**config.mk**
```make
export PLATFORM = sky130hd
export DESIGN_NAME = bus_arbiter
export DESIGN_NICKNAME = d
export VERILOG_FILES = /design/src/rtl/bus_arbiter.sv
export SDC_FILE = /design/constraint.sdc
export NUM_CORES = 1
export LEC_CHECK = 0
export BUFFER_PORTS_ARGS = -buffer_cell sky130_fd_sc_hd__clkbuf_2
export CORE_MARGIN = 3
export CORE_UTILIZATION = 45
export CTS_CLUSTER_DIAMETER = 100
export DETAILED_ROUTE_END_ITERATION = 8
export PLACE_DENSITY_LB_ADDON = 0.25
export SETUP_SLACK_MARGIN = 0.05
export SKIP_CTS_REPAIR_TIMING = 1
export SYNTH_ARGS = -nofsm -noshare
export SYNTH_HDL_FRONTEND = slang
export SYNTH_SLANG_ARGS = --single-unit
```
**constraint.sdc**
```tcl
create_clock -name clk -period 4.63 [get_ports clk]
set_input_delay 0.2315 -clock clk [delete_from_list [all_inputs] [get_ports clk]]
set_output_delay 0.2315 -clock clk [all_outputs]
set_load 0.03 [all_outputs]
```
**src/rtl/bus_arbiter.sv**
```systemverilog
// bus_arbiter
//
// Round-robin owner selection for the shared 8-bit tristate data bus. Each
// bus driver raises a level-sensitive request. The arbiter answers with a
// registered one-hot output-enable, so at most one driver ever drives the bus.
// While another driver is waiting, an owner keeps the bus for at most
// MAX_BURST cycles. An all-off gap of TURNAROUND cycles separates two owners.
//
// Ports
//   clk        rising-edge system clock
//   reset      synchronous, active-high reset
//   req        per-driver request, held high while the driver wants the bus
//   oe         registered one-hot (or zero) output-enable to the drivers
//   grant_id   index of the current owner, zero-extended; valid while bus_busy
//   bus_busy   high whenever some oe bit is set
//   burst_cnt  grant cycles used by the current owner (0 when nobody owns)
module bus_arbiter #(
  parameter int N_REQ      = 4,   // 2..8
  parameter int MAX_BURST  = 8,   // 1..255
  parameter int TURNAROUND = 1    // 1..4
) (
  input  logic             clk,
  input  logic             reset,
  input  logic [N_REQ-1:0] req,
  output logic [N_REQ-1:0] oe,
  output logic [2:0]       grant_id,
  output logic             bus_busy,
  output logic [7:0]       burst_cnt
);

  typedef enum logic [1:0] {
    IDLE  = 2'd0,
    GRANT = 2'd1,
    TURN  = 2'd2
  } state_t;

  localparam logic [7:0] BURST_LIMIT = 8'(MAX_BURST);
  localparam logic [1:0] TURN_INIT   = 2'(TURNAROUND - 1);
  localparam logic [3:0] N_REQ_W     = 4'(N_REQ);
  localparam logic [2:0] LAST_RESET  = 3'(N_REQ - 1);

  state_t           state_reg, state_next;
  logic [N_REQ-1:0] oe_reg, oe_next;
  logic [2:0]       grant_id_reg, grant_id_next;
  logic [2:0]       last_reg, last_next;
  logic [7:0]       burst_cnt_reg, burst_cnt_next;
  logic [1:0]       turn_cnt_reg, turn_cnt_next;

  // ------------------------------------------------------------------
  // Round-robin winner search.
  // The request vector is rotated so that bit 0 of rot_req is requester
  // last+1. The lowest set bit of the rotated vector is the winner, and
  // adding its position back to last+1 (mod N_REQ) gives its real index.
  // ------------------------------------------------------------------
  logic [3:0]         rot_shamt;
  logic [2*N_REQ-1:0] req_dbl;
  logic [N_REQ-1:0]   rot_req;
  logic [N_REQ-1:0]   rot_first;
  logic [2:0][N_REQ-1:0] pos_terms;
  logic [2:0]         win_pos;
  logic [3:0]         win_sum;
  logic [2:0]         win_idx;
  logic [N_REQ-1:0]   win_onehot;

  assign rot_shamt = {1'b0, last_reg} + 4'd1;
  assign req_dbl   = {req, req};
  assign rot_req   = N_REQ'(req_dbl >> rot_shamt);

  genvar gi, gb;
  generate
    for (gi = 0; gi < N_REQ; gi++) begin : g_first
      if (gi == 0) begin : g_lsb
        assign rot_first[gi] = rot_req[gi];
      end else begin : g_upper
        // Set only when no lower-positioned rotated request is present.
        assign rot_first[gi] = rot_req[gi] & ~(|rot_req[gi-1:0]);
      end
      // Binary-encode the one-hot rot_first into win_pos, one bit at a time.
      for (gb = 0; gb < 3; gb++) begin : g_enc
        assign pos_terms[gb][gi] = rot_first[gi] & (((gi >> gb) % 2) == 1);
      end
      assign win_onehot[gi] = (win_idx == 3'(gi));
    end
    for (gb = 0; gb < 3; gb++) begin : g_pos
      assign win_pos[gb] = |pos_terms[gb];
    end
  endgenerate

  // last+1+pos is at most 2*N_REQ-1, so a single conditional subtract wraps it.
  assign win_sum = rot_shamt + {1'b0, win_pos};
  assign win_idx = (win_sum >= N_REQ_W) ? 3'(win_sum - N_REQ_W) : win_sum[2:0];

  // Owner still requesting / somebody else waiting. oe_reg is one-hot on the
  // owner while in GRANT, so it doubles as the owner mask.
  logic owner_req;
  logic other_req;
  assign owner_req = |(req & oe_reg);
  assign other_req = |(req & ~oe_reg);

  // ------------------------------------------------------------------
  // State register
  // ------------------------------------------------------------------
  always_ff @(posedge clk) begin
    if (reset) begin
      state_reg     <= IDLE;
      oe_reg        <= '0;
      grant_id_reg  <= 3'd0;
      last_reg      <= LAST_RESET;
      burst_cnt_reg <= 8'd0;
      turn_cnt_reg  <= 2'd0;
    end else begin
      state_reg     <= state_next;
      oe_reg        <= oe_next;
      grant_id_reg  <= grant_id_next;
      last_reg      <= last_next;
      burst_cnt_reg <= burst_cnt_next;
      turn_cnt_reg  <= turn_cnt_next;
    end
  end

  // ------------------------------------------------------------------
  // Next-state logic
  // ------------------------------------------------------------------
  logic do_grant;

  always_comb begin
    state_next     = state_reg;
    oe_next        = oe_reg;
    grant_id_next  = grant_id_reg;
    last_next      = last_reg;
    burst_cnt_next = burst_cnt_reg;
    turn_cnt_next  = turn_cnt_reg;
    do_grant       = 1'b0;

    case (state_reg)
      IDLE: begin
        oe_next        = '0;
        burst_cnt_next = 8'd0;
        if (|req) begin
          do_grant = 1'b1;
        end
      end

      GRANT: begin
        if (!owner_req || ((burst_cnt_reg == BURST_LIMIT) && other_req)) begin
          // Voluntary or forced release: bus goes dark for TURNAROUND cycles.
          state_next     = TURN;
          oe_next        = '0;
          burst_cnt_next = 8'd0;
          turn_cnt_next  = TURN_INIT;
        end else if (burst_cnt_reg == BURST_LIMIT) begin
          // Uncontended owner keeps the bus; the burst window restarts.
          burst_cnt_next = 8'd1;
        end else begin
          burst_cnt_next = burst_cnt_reg + 8'd1;
        end
      end

      TURN: begin
        oe_next        = '0;
        burst_cnt_next = 8'd0;
        if (turn_cnt_reg == 2'd0) begin
          // The previous owner competes too, but last points at it, so it
          // comes last in the search order.
          if (|req) begin
            do_grant = 1'b1;
          end else begin
            state_next = IDLE;
          end
        end else begin
          turn_cnt_next = turn_cnt_reg - 2'd1;
        end
      end

      default: begin
        state_next     = IDLE;
        oe_next        = '0;
        burst_cnt_next = 8'd0;
      end
    endcase

    if (do_grant) begin
      state_next     = GRANT;
      oe_next        = win_onehot;
      grant_id_next  = win_idx;
      last_next      = win_idx;
      burst_cnt_next = 8'd1;
    end
  end

  assign oe        = oe_reg;
  assign grant_id  = grant_id_reg;
  assign bus_busy  = |oe_reg;
  assign burst_cnt = burst_cnt_reg;

endmodule

```
* Word level (Yosys, flattened, before mapping) *
Cells that the tools add are included.

operators by class
  $add $sub $neg = 5
  $lt $le $gt $ge = 1
  equality and inequality tests = 14
  shifts and indexed selects = 1
  muxes and demuxes = 19
  bitwise operators = 11
  reduce and logical (&&, ||, !) cells = 20

operator list
  cell                                                               number
  OR reduction 4 bit                                                 4
  two-way mux 4 bit                                                  3
  two-way mux 2 bit                                                  5
  inequality test 2 bit, second input constant                       5
  inequality test 3 bit, second input constant                       3
  adder 8 x 1 -> 8 bit, second input constant                        1
  AND 4 bit                                                          2
  == test 8 x 4 -> 1 bit, second input constant                      1
  AND reduction 4 bit                                                2
  OR reduction 2 bit                                                 4
  >> shifter 8 x 4 -> 4 bit                                          1
  two-way mux 1 bit                                                  7
  == test 3 x 2 -> 1 bit, second input constant                      2
  one-hot mux 2 bit (3 select lines)                                 1
  inverter 1 bit                                                     5
  OR reduction 5 bit                                                 1
  adder 3 x 1 -> 4 bit, second input constant                        1
  adder 4 x 2 -> 4 bit                                               1
  greater-or-equal comparator 4 x 3 -> 1 bit, second input constant  1
  zero test 2 bit                                                    2
  inverter 4 bit                                                     1
  one-hot mux 2 bit (2 select lines)                                 1
  AND 1 bit                                                          3
  == test 3 x 1 -> 1 bit, second input constant                      1
  13 further kinds                                                   13

word-level totals
  register bits = 22
  output and inout bits = 16
  logic and storage cells = 79

* Depth between registers and ports, before layout *
  depth after elaboration = 11
  gate-level depth with buffers = 11
  gate-level depth less buffers = 10

* Worst setup path before layout *
Ideal clock, no wire load.

  path type = flip-flop to flip-flop
  start point = register last_reg[0]
  end point = register oe_reg[3] (netlist: oe[3])
  setup time = 0.060 ns
  arrival = 2.090 ns
  slack = 2.480 ns
  cell stages (with the launch flop) = 10
  period minus slack after synthesis = 2.150 ns
  cells stage by stage = dfxtp_1 > clkbuf_1 > nor3_1 > a21oi_1 > mux2i_1 > ha_1 > nor2b_1 > o21ai_0 > o211a_1 > a32o_2

between the ends
  cells in the longest elaborated chain, start to end = 11
  elaborated cells between the ends (all ways) = 18

ends and longest elaborated chain
  what                                                                                   RTL line  source
  from (decl)                                                                            45        logic [2:0] last_reg, last_next;
  from (signal assigned)                                                                 115       last_reg <= last_next;
  adder 3 x 1 -> 4 bit (*)                                                               65        assign rot_shamt = {1'b0, last_reg} + 4'd1;
  >> shifter 8 x 4 -> 4 bit                                                              67        assign rot_req = N_REQ'(req_dbl >> rot_shamt);
  OR reduction 3 bit / OR reduction 2 bit (equally long branches)                        76        assign rot_first[gi] = rot_req[gi] & ~(|rot_req[gi-1:0]);
  inverter 1 bit                                                                         76
  AND 1 bit                                                                              76
  OR reduction 2 bit                                                                     85        assign win_pos[gb] = |pos_terms[gb];
  adder 4 x 2 -> 4 bit (*)                                                               90        assign win_sum = rot_shamt + {1'b0, win_pos};
  greater-or-equal comparator 4 x 3 -> 1 bit / subtractor 3 bit (equally long branches)  91        assign win_idx = (win_sum >= N_REQ_W) ? 3'(win_sum - N_REQ_W) : win_sum[2:0];
  two-way mux 3 bit (*)                                                                  91
  == test 3 x 2 -> 1 bit (*)                                                             82        assign win_onehot[gi] = (win_idx == 3'(gi));
  two-way mux 4 bit (*)                                                                  182       if (do_grant) begin
  to (signal assigned)                                                                   113       oe_reg <= oe_next;
  to (decl)                                                                              43        logic [N_REQ-1:0] oe_reg, oe_next;

Mark *: on every way between the ends. The rest lies on a longest branch, timed or not.
A chain may end at the register's enable or synchronous reset.

* Final worst setup path *
  start point = register last_reg[0]
  end point = register oe_reg[2] (netlist: oe[2])

The elaborated chain is that of the path after synthesis.

==> reports/metrics.csv <==
metric,value,unit
Inst Count DP,184,
Slew @ Worst Pin,478,ps
post-synthesis sequential area ratio,34.6,%
Max rail drop VDD,326,µV
status,finished clean,
hold slack,242,ps
Die Y,58.0,µm
Worst Skew,4.31,ps
dpl hpwl,1950,µm
Pwr Density,518,nW/µm²
warning count from the yosys run,0,
initial antenna violation count,0,
Worst Path Required,4880,ps
First-pass DRT Iterations,4,
CTS tree,built,
crit path DAT,2710,ps
clock-pin slew on the worst setup and hold paths,110,ps
die width,58.0,µm
critical path peak fanout,12,
area post-placement,1330,µm²
worst reg2reg path endpoint,oe[2]$_SDFFE_PP0P_,
"Largest delay share family, worst path",compound AO/OA/AOI/OAI gates,
FMAX,0.407,GHz
gpl congestion,0.820,
Crit-path slowest cell,dfxtp_1,
post-synth cell types,45,
relative slew slack,68.0,%
clock buffer depth,2,
initial drt markers,29,
nets@finish,172,
Rows,18,
first-pass GRT wire length,4170,µm
largest net degree at the start of global routing,13,
CTS Buf Count,3,
leakage,0.619,nW
max FFs per register,8,
Clock Sinks,21,
fin cells,188,
Final WS setup,2170,ps
area grow syn2layout,11.7,%
Ant. Diodes,0,
WL/cell,13.4,µm
Boundary Pins,22,
Gate Count Post-Synth,137,
startpoint types,register,
Post-Syn Nets,150,
Mapped Area,1220,µm²
drt via density,5.78,
Reg2Reg Setup Slack,2170,ps
DIE AREA,3360,µm²
share of synthesized registers carrying an async set or reset,0,%
number of global-route vias before repair,969,
Critical Path Sink Type,register,
DRC,0,
dominant synthesized flop cell,dfxtp_1,
Mean Syn Cell Area,8.88,µm²
final critical-path required period,2460,ps
Skew-Pair Late Insertion Delay,300,ps
worst hold stages,2,
RSZ-0062 raised after global routing,false,
Yosys reg bits,21,
reg2reg start,last_reg[0]$_SDFFE_PP1P_,
dpl ws,2210,ps
Filler Cell Count,252,
Fin. Hold Viols,0,
Initial Util,48.2,%
DRT Wirelength,2520,µm
maxcap violations,0,
total gr overflow,0,
H-tree Lvls,1,
area of the multi-input gates,721,µm²
critical path class,reg -> reg,
WHS Endpoint,grant_id[1]$_SDFFE_PP0P_,
TNS Setup,0,ps
DRT antenna net count,0,
Min-Delay Startpoint,reset,
CP Buf/Inv Count,0,
All-Layer GR Usage,15.8,%
R2R depth,9,
Hold Path Class,in -> reg,
IO Port Bufs,21,
Finished Cell Area,1360,µm²
worst path cell trace,"nand2b_1, nand2_1, a211o_1, mux2i_1, ha_1, nor2b_1, o21ai_0, o211a_1, a32o_2",
register area,420,µm²
"Setup violations, final",0,
period utilization,53.1,%
routed vias,1087,
Root Buffer,clkbuf_4,
number of synthesized flops with an enable pin,0,
layout cells sized above 1,21.5,%
Crit path largest cell delay,560,ps
Final Max Tran Viols,0,
core area,2520,µm²
==> how the worst max path moves through the flow <==
| stage | start | to | cells after the start |
|---|---|---|---|
| after global routing | last_reg[0]$_SDFFE_PP1P_ | oe[1]$_SDFFE_PP0P_ | 9 |
| after global placement | last_reg[0]$_SDFFE_PP1P_ | oe[0]$_SDFFE_PP0P_ | 9 |
| after CTS | last_reg[0]$_SDFFE_PP1P_ | oe[2]$_SDFFE_PP0P_ | 9 |
| after detailed placement | last_reg[0]$_SDFFE_PP1P_ | oe[2]$_SDFFE_PP0P_ | 9 |
| final | last_reg[0]$_SDFFE_PP1P_ | oe[2]$_SDFFE_PP0P_ | 9 |
| after floorplan | last_reg[0]$_SDFFE_PP1P_ | oe[3]$_SDFFE_PP0P_ | 9 |
==> metal layers <==
layer  up-vias  track usage (%)  part of all wire [%]
li1        534                -                     -
met1       519             20.1                    46
met2        32             27.3                    48
met3         2             4.01                   5.0
met4         0             2.98                  0.56
met5         -                0                     0
==> synthesized netlist by cell type (2+ instances only) <==
cell	n	area (µm²)
dfxtp_1	21	420
inv_1	13	48.8
nor2_1	11	41.3
nand2_1	10	37.5
a21oi_1	8	40.0
nand3_1	7	35.0
ha_1	6	75.1
nand2b_1	5	31.3
xor2_1	5	43.8
a32o_2	4	45.0
mux2i_1	3	30.0
o21ai_0	3	15.0
o22ai_1	3	18.8
a211oi_1	2	15.0
a22oi_1	2	15.0
and3_1	2	12.5
clkbuf_1	2	7.51
nor2b_1	2	12.5
nor3_1	2	10.0
==> power by group <==
part	total, mW	switching, mW	internal [mW]
combinational	0.346	0.212	0.134
sequential	0.270	0.0536	0.216
clock	0.0883	0.0547	0.0336
==> final cells by class <==
class | count | area share (%)
Multi-Input combinational cell | 99 | 53.0
Inverter | 13 | 3.59
Tap cell | 30 | 2.76
Sequential cell | 21 | 30.9
Clock buffer | 4 | 1.93
Timing Repair Buffer | 21 | 7.73
==> cell usage in the layout, fill, tap and decap left out, types with 2 or more instances in the layout <==
master	instances
nor3_1	2
nand2b_1	5
dfxtp_1	21
nor2b_1	2
nor2_1	11
xor2_1	5
a32o_2	4
nand2_1	10
clkbuf_4	3
and3_1	2
a22oi_1	2
clkbuf_2	21
o22ai_1	3
ha_1	6
a21oi_1	8
o21ai_0	3
a211oi_1	2
inv_1	13
nand3_1	7
mux2i_1	3
==> cell families after synthesis <==
kind of cell,synth area share [%]
AO/OA/AOI/OAI,20.9
adder cells (fa/ha/maj),7.82
flip-flops,34.6
XOR/XNOR,4.32
multiplexers,2.47
buffers and inverters,6.17
AND/OR/NAND/NOR,23.8
==> worst register-to-register path, cell delays in order, from the launching register on <==
cell      delay [ps]
dfxtp_1          560
nand2b_1         190
nand2_1           80
a211o_1          260
mux2i_1          300
ha_1             290
nor2b_1          120
o21ai_0          200
o211a_1          230
a32o_2           180
==> metrics by stage <==
stage	util (%)	total power, mW
2_1_floorplan	-	0.525
4_1_cts	53.9	0.706
3_3_place_gp	52.8	0.605
5_1_grt	53.9	0.754
3_5_place_dp	52.8	0.615
6_report	53.9	0.704
Power figures use the tool's default switching activity.
